### src/rtl/cc1200_spi_master.sv
// CC1200 SPI master: one header byte plus 0..255 data bytes per command, mode 0, MSB first.
// Define CC1200_EXT_ADDR_EN to add the extended-address byte after the header.
module cc1200_spi_master #(
  parameter int unsigned CLK_DIV     = 4,
  parameter int unsigned CS_SETUP    = 2,
  parameter int unsigned CS_HOLD     = 2,
  parameter int unsigned RDY_TIMEOUT = 1023
) (
  input  logic       sysclk,
  input  logic       rst,
  input  logic       start,
  input  logic       rw,
  input  logic       burst,
  input  logic [5:0] addr,
  input  logic       ext_en,
  input  logic [7:0] ext_addr,
  input  logic [7:0] len,
  input  logic [7:0] tx_data,
  input  logic       tx_valid,
  output logic       tx_ready,
  output logic [7:0] rx_data,
  output logic       rx_valid,
  output logic [7:0] status,
  output logic       busy,
  output logic       done,
  output logic       timeout,
  output logic       SCLK,
  output logic       MOSI,
  input  logic       MISO,
  output logic       CS_n
);
  localparam int unsigned DIV_W = $clog2(CLK_DIV);
  localparam int unsigned CNT_W = 16;

  typedef enum logic [3:0] {
    S_IDLE, S_SETUP, S_WAIT_RDY, S_HDR, S_EXT, S_DATA, S_HOLD, S_DONE, S_ABORT
  } state_t;

  state_t           state;
  logic             miso_meta, miso_sync;
  logic             rw_q, burst_q;
  logic [5:0]       addr_q;
  logic [7:0]       len_q;
  logic [6:0]       sh_q;
  logic [6:0]       rx_sh_q;
  logic [2:0]       bit_cnt;
  logic [DIV_W-1:0] div_cnt;
  logic [CNT_W-1:0] cnt;
  logic             stall_q;

  logic             ext_go_c;
  logic [5:0]       hdr_addr_c;
  logic [7:0]       ext_byte_c;

`ifdef CC1200_EXT_ADDR_EN
  localparam logic [5:0] EXT_ESCAPE = 6'h2F;
  logic       ext_en_q;
  logic [7:0] ext_addr_q;
  assign ext_go_c   = ext_en_q;
  assign hdr_addr_c = ext_en_q ? EXT_ESCAPE : addr_q;
  assign ext_byte_c = ext_addr_q;
`else
  logic ext_unused_c;
  assign ext_unused_c = ^{ext_en, ext_addr};
  assign ext_go_c     = 1'b0;
  assign hdr_addr_c   = addr_q;
  assign ext_byte_c   = 8'h00;
`endif

  logic       shifting_c, bit_end_c, byte_end_c, more_data_c, begin_byte_c, can_load_c;
  logic [7:0] rx_byte_c;

  // Bit/byte boundary decode and "start another data byte" decision
  always_comb begin
    shifting_c  = (state == S_HDR || state == S_EXT || state == S_DATA) && !stall_q;
    bit_end_c   = shifting_c && SCLK && (div_cnt == DIV_W'(CLK_DIV - 1));
    byte_end_c  = bit_end_c && (bit_cnt == 3'd7);
    rx_byte_c   = {rx_sh_q, miso_sync};
    more_data_c = 1'b0;
    case (state)
      S_HDR:   more_data_c = !ext_go_c && (len_q != 8'd0);
      S_EXT:   more_data_c = (len_q != 8'd0);
      S_DATA:  more_data_c = (len_q != 8'd1);
      default: more_data_c = 1'b0;
    endcase
    begin_byte_c = (byte_end_c && more_data_c) || (state == S_DATA && stall_q);
    can_load_c   = rw_q || tx_valid;
  end

  always_ff @(posedge sysclk or posedge rst) begin
    if (rst) begin
      state     <= S_IDLE;
      miso_meta <= 1'b0;
      miso_sync <= 1'b0;
      rw_q      <= 1'b0;
      burst_q   <= 1'b0;
      addr_q    <= '0;
      len_q     <= '0;
      sh_q      <= '0;
      rx_sh_q   <= '0;
      bit_cnt   <= '0;
      div_cnt   <= '0;
      cnt       <= '0;
      stall_q   <= 1'b0;
`ifdef CC1200_EXT_ADDR_EN
      ext_en_q   <= 1'b0;
      ext_addr_q <= '0;
`endif
      tx_ready  <= 1'b0;
      rx_data   <= '0;
      rx_valid  <= 1'b0;
      status    <= '0;
      busy      <= 1'b0;
      done      <= 1'b0;
      timeout   <= 1'b0;
      SCLK      <= 1'b0;
      MOSI      <= 1'b0;
      CS_n      <= 1'b1;
    end else begin
      miso_meta <= MISO;
      miso_sync <= miso_meta;
      tx_ready  <= 1'b0;
      rx_valid  <= 1'b0;
      done      <= 1'b0;
      timeout   <= 1'b0;

      // SCLK half-period timing; sample at the end of the high phase, shift on the fall
      if (shifting_c) begin
        if (div_cnt == DIV_W'(CLK_DIV - 1)) begin
          div_cnt <= '0;
          SCLK    <= !SCLK;
          if (SCLK) begin
            rx_sh_q <= rx_byte_c[6:0];
            bit_cnt <= bit_cnt + 3'd1;
            MOSI    <= sh_q[6];
            sh_q    <= {sh_q[5:0], 1'b0};
          end
        end else begin
          div_cnt <= div_cnt + DIV_W'(1);
        end
      end

      case (state)
        S_IDLE: begin
          if (start) begin
            rw_q    <= rw;
            burst_q <= burst;
            addr_q  <= addr;
            len_q   <= len;
`ifdef CC1200_EXT_ADDR_EN
            ext_en_q   <= ext_en;
            ext_addr_q <= ext_addr;
`endif
            stall_q <= 1'b0;
            cnt     <= '0;
            busy    <= 1'b1;
            CS_n    <= 1'b0;
            state   <= S_SETUP;
          end
        end
        S_SETUP: begin
          if (cnt == CNT_W'(CS_SETUP - 1)) begin
            cnt   <= '0;
            state <= S_WAIT_RDY;
          end else begin
            cnt <= cnt + CNT_W'(1);
          end
        end
        S_WAIT_RDY: begin
          if (!miso_sync) begin
            MOSI    <= rw_q;
            sh_q    <= {burst_q, hdr_addr_c};
            div_cnt <= '0;
            bit_cnt <= '0;
            SCLK    <= 1'b0;
            state   <= S_HDR;
          end else if (cnt == CNT_W'(RDY_TIMEOUT - 1)) begin
            CS_n  <= 1'b1;
            state <= S_ABORT;
          end else begin
            cnt <= cnt + CNT_W'(1);
          end
        end
        S_HDR: begin
          if (byte_end_c) begin
            status <= rx_byte_c;
            if (ext_go_c) begin
              MOSI  <= ext_byte_c[7];
              sh_q  <= ext_byte_c[6:0];
              state <= S_EXT;
            end else if (!more_data_c) begin
              MOSI  <= 1'b0;
              cnt   <= '0;
              state <= S_HOLD;
            end
          end
        end
        S_EXT: begin
          if (byte_end_c && !more_data_c) begin
            MOSI  <= 1'b0;
            cnt   <= '0;
            state <= S_HOLD;
          end
        end
        S_DATA: begin
          if (byte_end_c) begin
            if (rw_q) begin
              rx_data  <= rx_byte_c;
              rx_valid <= 1'b1;
            end
            len_q <= len_q - 8'd1;
            if (!more_data_c) begin
              MOSI  <= 1'b0;
              cnt   <= '0;
              state <= S_HOLD;
            end
          end
        end
        S_HOLD: begin
          if (cnt == CNT_W'(CS_HOLD - 1)) begin
            CS_n  <= 1'b1;
            state <= S_DONE;
          end else begin
            cnt <= cnt + CNT_W'(1);
          end
        end
        S_DONE: begin
          done  <= 1'b1;
          busy  <= 1'b0;
          state <= S_IDLE;
        end
        S_ABORT: begin
          timeout <= 1'b1;
          busy    <= 1'b0;
          state   <= S_IDLE;
        end
        default: state <= S_IDLE;
      endcase

      // Data byte start: reads shift zeros, writes need tx_valid or stall with SCLK low
      if (begin_byte_c) begin
        state <= S_DATA;
        if (can_load_c) begin
          stall_q  <= 1'b0;
          MOSI     <= rw_q ? 1'b0 : tx_data[7];
          sh_q     <= rw_q ? 7'd0 : tx_data[6:0];
          tx_ready <= !rw_q;
        end else begin
          stall_q <= 1'b1;
          MOSI    <= 1'b0;
        end
      end
    end
  end
endmodule
### config.mk
export PLATFORM = sky130hd
export DESIGN_NAME = cc1200_spi_master
export DESIGN_NICKNAME = d
export VERILOG_FILES = /design/src/rtl/cc1200_spi_master.sv
export SDC_FILE = /design/constraint.sdc
export NUM_CORES = 1
export LEC_CHECK = 0
export BUFFER_PORTS_ARGS = -buffer_cell sky130_fd_sc_hd__buf_2
export CORE_ASPECT_RATIO = 0.75
export CORE_MARGIN = 2
export CORE_UTILIZATION = 50
export CTS_CLUSTER_DIAMETER = 40
export DETAILED_ROUTE_END_ITERATION = 7
export PLACE_DENSITY = 0.71
export SYNTH_ARGS = -nofsm -noshare
export SYNTH_HDL_FRONTEND = slang
export SYNTH_SLANG_ARGS = --single-unit
### constraint.sdc
create_clock -name sysclk -period 3.05 [get_ports sysclk]
set_input_delay 0.1525 -clock sysclk [delete_from_list [all_inputs] [get_ports sysclk]]
set_output_delay 0.1525 -clock sysclk [all_outputs]
set_load 0.1 [all_outputs]
==> results of run 1 <==
## state kept, by name, summed over array words and instances (netlist names), 2 cells and up
register  cells
rx_data       8
cnt          16
status        8
sh_q          7
state         4
rx_sh_q       7
len_q         8
bit_cnt       3
div_cnt       2
addr_q        6
## path summary, 6_finish.rpt
path,depth (start not counted),end,slack (ns)
worst max-delay path,4,rx_data[2],0.51
min in group asynchronous,3,cnt[8],0.45
max in group asynchronous,4,rx_data[3],1.83
worst min-delay path,2,addr_q[2],0.04
worst max register to register,4,rx_data[2],0.51
worst min register to register,0,miso_sync,0.35
## per-stage QoR
stage	setup WS [ns]	cell area, um^2	total power (W)	util (%)	instances
after floorplan	0.748	4440	0.00114	-	455
after global placement	0.623	4780	0.00117	56.1	597
after detailed placement	0.546	4780	0.00118	56.1	597
after CTS	0.533	5100	0.00228	59.8	615
after global routing	0.344	5100	0.00234	59.8	615
final	0.506	5100	0.00225	59.8	615
## synth_stat cells (all sizes together), types with 3 or more instances
cell type and count:
mux2 24, and3 10, o31a 3, dfrtp 81, o221ai 12, or4 3
nor3b 4, ha 8, buf 11, and4 4, clkbuf 18, a21o 4
or3b 3, nand2 65, nand4 19, o21ai 21, o211ai 13, or3 10
and2 4, nor3 4, nand3 18, a311o 6, inv 25, nor2 20
nor4 5, a21oi 18, mux2i 7
## worst reg2reg max path: stages (launching register included)
cell and delay (ns):
dfrtp_1 0.68, or3b_1 0.50, a21oi_1 0.31, nand3_1 0.50, mux2_2 0.45
## power groups by stage
stage | Combinational [W] | Sequential [W] | Clock (W)
after floorplan | 0.0000283 | 0.00112 | 0
after global placement | 0.0000548 | 0.00112 | 0
after detailed placement | 0.0000562 | 0.00112 | 0
after CTS | 0.0000585 | 0.00110 | 0.00112
after global routing | 0.0000660 | 0.00110 | 0.00117
final | 0.0000565 | 0.00110 | 0.00110
## area by class of cell
type | count | area, um^2
sequential | 82 | 2050
fill | 725 | 3420
tap | 108 | 135
clock buffer | 9 | 225
inverter | 25 | 95.1
multi-input combinational | 319 | 2150
clock inverter | 7 | 76.3
timing repair buffer | 65 | 363
## per-layer routing
layer | wire (um) | GRT usage, %
met1 | 4880 | 31.8
met2 | 4360 | 33.0
met3 | 601 | 6.01
met4 | 121 | 7.76
met5 | 0 | 0
## logic make-up after synthesis
family / synth area share (%)
muxes: 7.67
xor gates and xnor gates: 0.395
adders and majority gates: 2.26
and+or+nand+nor: 21.9
AOI/OAI and AO/OA: 16.2
buffers and inverters: 5.30
DFF: 46.3
==> flow_summary.yaml, run 1 <==
status:
  status: "completed"
cells_and_area:
  nets: 548
  area_growth_pct: 15.0
  final_layout_size_suffix_gt1_share_pct: 23.9
  mostFrequentLayoutCells: "dfrtp_1, nand2_1, buf_2, mux2_2, inv_1"
  diodes: 0
  layout.cells.most_common: "dfrtp_1"
power_and_ir_drop:
  power.share.combinational_pct: 2.5
  p_int_w: 0.00175
  irDropWorstVdd_mv: 0.476
  power_density_nw_per_um2: 441
  p_switching_w: 0.000497
  clockPowerShare_pct: 48.7
  power_frac_seq_pct: 48.8
  total_leakage_power_nw: 2.51
  p_sw_share_pct: 22.1
synthesis:
  synth-async-reset-ratio_pct: 100
  synth_flop_cell: "dfrtp_1"
  synth-seq-cells: 82
  synthCells: 455
  synth.avg_cell_area_um2: 9.75
  yosysTopAreaCellShare_pct: 45.7
  synth_area_leaders: "dfrtp_1, mux2_2, nand2_1"
  synth-seq-area-share_pct: 46.3
  synth_area_leader_cell: "dfrtp_1"
  synth_edf_count: 0
  syn_area_um2: 4440
  synth_warnings: 0
  syn_nets: 501
  ys_types: 65
timing:
  setup_viol: 0
  period_needed_ns: 2.54
  hold_viol_final: 0
  finalMaxSlewViolations: 0
  rsz0062_at_grt: "false"
  skew_ns: 0.00684
  fin_crit_sh_pct: 83.4
  whs_ns: 0.0383
  setup-tns-final_ns: 0
  slew_headroom_pct: 47.4
  fmax_mhz: 393
  tightest_slew_ns: 0.787
routing:
  drc: 0
  via_per_inst: 5.93
  routed_wl_um: 9960
  wl_per_cell_um: 16.2
  vias: 3644
  ant_nets: 0
  dr.pass1.iters: 5
  drtIter0Drc: 173
floorplanning:
  rows: 29
  fp.dieH_um: 85.6
  coreArea_um2: 8530
  die_area_um2: 9650
  start_util_pct: 52.0
  fp.dieW_um: 113
  pin_count: 62
cts:
  cts_resized: 0
  cts_made_buffers: 9
  clock_latency_ns: 0.34
  cts_setup_buffers: 0
  cts_tree: "yes"
  cts.path.max_buffers: 2
  cts-root-buf: "clkbuf_16"
  cts.sinks: 82
  hold_buffers: 2
  htree_levels: 3
  path_clk_slew_ns: 0.06
critical_path:
  start_kind: "flop"
  cp-end-kind: "flop"
  crit_path_max_incr_delay_ns: 0.68
  cp_slowest_cell: "dfrtp_1"
  path_cells: "or3b_1 > a21oi_1 > nand3_1 > mux2_2"
  critPathLaunch: "state[2]"
  worstSetupPathType: "flop to flop"
  arrival_ns: 2.77
  crit_required_ns: 3.28
  cp_top_family: "simple AND/OR/NAND/NOR gates"
  crit_path_max_fanout: 20
  reg2reg_from: "state[2]"
  crit_buf_inv: 0
placement:
  hpwl_um: 6920
  place_congestion: 0.865
  portBuffers: 52
worst_hold_path:
  hold_class: "input pin to flop"
  hp-start: "addr[2]"
global_routing:
  grt_pass1_vias: 3496
  antenna_found_initial: 0
  grt_pass1_wl_um: 17100
  track_usage_pct: 22.3
  grt_start_max_net_pins: 42
  grt-ovfl-total: 0
flow_run:
  max_cap_violations: 0
Power figures use the tool's default switching activity.
==> run 2, diff against run 1 <==
PLACE_DENSITY = 0.74   (was 0.71)
clock period = 2.34 ns   (was 3.05 ns; I/O delays follow)
==> run 2 against run 1 <==
  * Sequential power rose by 30%
  * Via count rose by 3.4%
  * Critical path depth grew 2
  * Total power increased by 34%
  * Flip-flop and latch count did not move
  * First-iteration DRC count grew 56%
  * Worst setup slack lost 0.36 ns
  * Combinational power grew 39%
  * Final cell count up 3.3%
  * Routed wire length up 5.1%
  * Critical endpoint is now cnt[15]
==> flow_summary.yaml, run 2 (synthesis gave the netlist of run 1 again) <==
status:
  status: "completed"
worst_hold_path:
  min_path_cells: 2
  hold_class: "input pin to flop"
  hp-start: "addr[3]"
  hold_path_end: "addr_q[3]"
routing:
  ant_nets: 0
  wl_per_cell_um: 16.5
  drc: 0
  drtIter0Drc: 270
  via_per_inst: 5.93
  vias: 3767
  dr.pass1.iters: 4
  routed_wl_um: 10500
critical_path:
  path_cells: "or3b_1 > a221o_1 > and4_4 > o211a_1 > buf_12 > o221ai_1"
  cp_top_family: "compound AO/OA/AOI/OAI gates"
  worstSetupPathType: "flop to flop"
  crit_cells: 6
  cp_slowest_cell: "dfrtp_1"
  r2r_cells: 6
  crit_required_ns: 2.58
  cp-end-kind: "flop"
  arrival_ns: 2.43
  crit_path_max_fanout: 16
  crit_buf_inv: 1
  critPathLaunch: "state[1]"
  start_kind: "flop"
  reg2reg_from: "state[1]"
  worstReg2RegEnd: "cnt[15]"
  r2r_slack_ns: 0.15
  crit_path_max_incr_delay_ns: 0.50
placement:
  dp_cells: 613
  place_congestion: 0.919
  post_dp_cell_area_um2: 4910
  hpwl_um: 7380
  portBuffers: 52
floorplanning:
  fp.dieH_um: 85.6
  pin_count: 62
  rows: 29
  die_area_um2: 9650
  coreArea_um2: 8530
  fp.dieW_um: 113
  start_util_pct: 52.0
global_routing:
  grt_pass1_wl_um: 17900
  antenna_found_initial: 0
  grt_start_max_net_pins: 41
  grt-ovfl-total: 0
  track_usage_pct: 23.4
  grt_pass1_vias: 3659
cts:
  cts_setup_buffers: 0
  cts_tree: "yes"
  cts.sinks: 82
  cts_made_buffers: 9
  cts.path.max_buffers: 2
  cts-root-buf: "clkbuf_16"
  htree_levels: 3
  clock_latency_ns: 0.34
  path_clk_slew_ns: 0.06
cells_and_area:
  area_growth_pct: 19.2
  design_area_um2: 5290
  diodes: 0
  nets: 568
  final_layout_size_suffix_gt1_share_pct: 25.6
  layout.cells.most_common: "dfrtp_1"
  regMostFlops: "cnt"
  final_util_pct: 62.0
  fin_cells: 635
  mostFrequentLayoutCells: "dfrtp_1, nand2_1, buf_2, buf_4, mux2_2"
  largest_register_ffs: 16
timing:
  setup_viol: 0
  fin_crit_sh_pct: 93.8
  period_needed_ns: 2.19
  fmax_mhz: 456
  rsz0062_at_grt: "false"
  tightest_slew_ns: 0.704
  skew_ns: 0.00963
  hold_viol_final: 0
  slew_headroom_pct: 52.6
  whs_ns: 0.00935
  finalMaxSlewViolations: 0
  setup-tns-final_ns: 0
power_and_ir_drop:
  p_switching_w: 0.000596
  p_int_w: 0.00242
  total_leakage_power_nw: 2.61
  clockPowerShare_pct: 49.8
  irDropWorstVdd_mv: 0.585
  power_frac_seq_pct: 47.5
  p_sw_share_pct: 19.8
  power_density_nw_per_um2: 570
  power.share.combinational_pct: 2.6
flow_run:
  max_cap_violations: 0
run 2: cell types whose count changed in the layout (fill, tap and decap cells not counted), sizes merged:
cell,previous run,this run
clkinvlp,2,0
dlygate4sd3,2,6
clkbuf,9,13
bufinv,1,2
inv,27,24
buf,63,79
run 2: worst max path at each step:
stage / end
2_1_floorplan: cnt[10]
3_3_place_gp: cnt[1]
3_5_place_dp: cnt[15]
4_1_cts: cnt[15]
5_1_grt: cnt[1]
6_report: cnt[15]
run 2: worst reg2reg max path, delay by kind of cell (launching register included):
family          cells  cell delay [ns]
simple gates        2             0.62
buf+inv             1             0.16
compound gates      3             0.81
flops               1             0.50
run 2: final cells by class:
cell class              count  area [um^2]
repair buffers             85          536
well taps                 108          135
clock buffers              13          250
flip-flops and latches     82         2050
clock inverters             3         65.1
multi-input cells         319         2150
inverters                  25         95.1
fillers                   720         3240
run 2: per-stage QoR:
step / worst slack, ns / total power [W]
3_5_place_dp: 0.132 / 0.00153
3_3_place_gp: 0.223 / 0.00153
5_1_grt: 0.00583 / 0.00311
4_1_cts: 0.122 / 0.00305
6_report: 0.146 / 0.00302
2_1_floorplan: 0.0384 / 0.00149
run 2: power groups by stage:
stage / clock network [W] / logic [W] / registers (W)
floorplan: 0 / 0.0000369 / 0.00146
global placement: 0 / 0.0000716 / 0.00146
detailed placement: 0 / 0.0000735 / 0.00146
CTS: 0.00153 / 0.0000814 / 0.00143
global route: 0.00158 / 0.0000922 / 0.00143
finish: 0.00150 / 0.0000788 / 0.00143
run 2: what timing repair did:
| item | 4_1_cts | 5_1_grt |
|---|---|---|
| endpoints found under the hold margin | 42 | 0 |
| setup endpoints to repair | 0 | 5 |
| hold buffers | 6 | 0 |
| resized for setup | 0 | 1 |
run 2: layer usage:
| metal | routed length, um | vias up | global-route usage [%] |
|---|---|---|---|
| met4 | 139 | 0 | 5.99 |
| met3 | 753 | 16 | 7.35 |
| li1 | - | 1812 | - |
| met2 | 4660 | 136 | 35.6 |
| met5 | 0 | - | 0 |
| met1 | 4920 | 1803 | 32.9 |
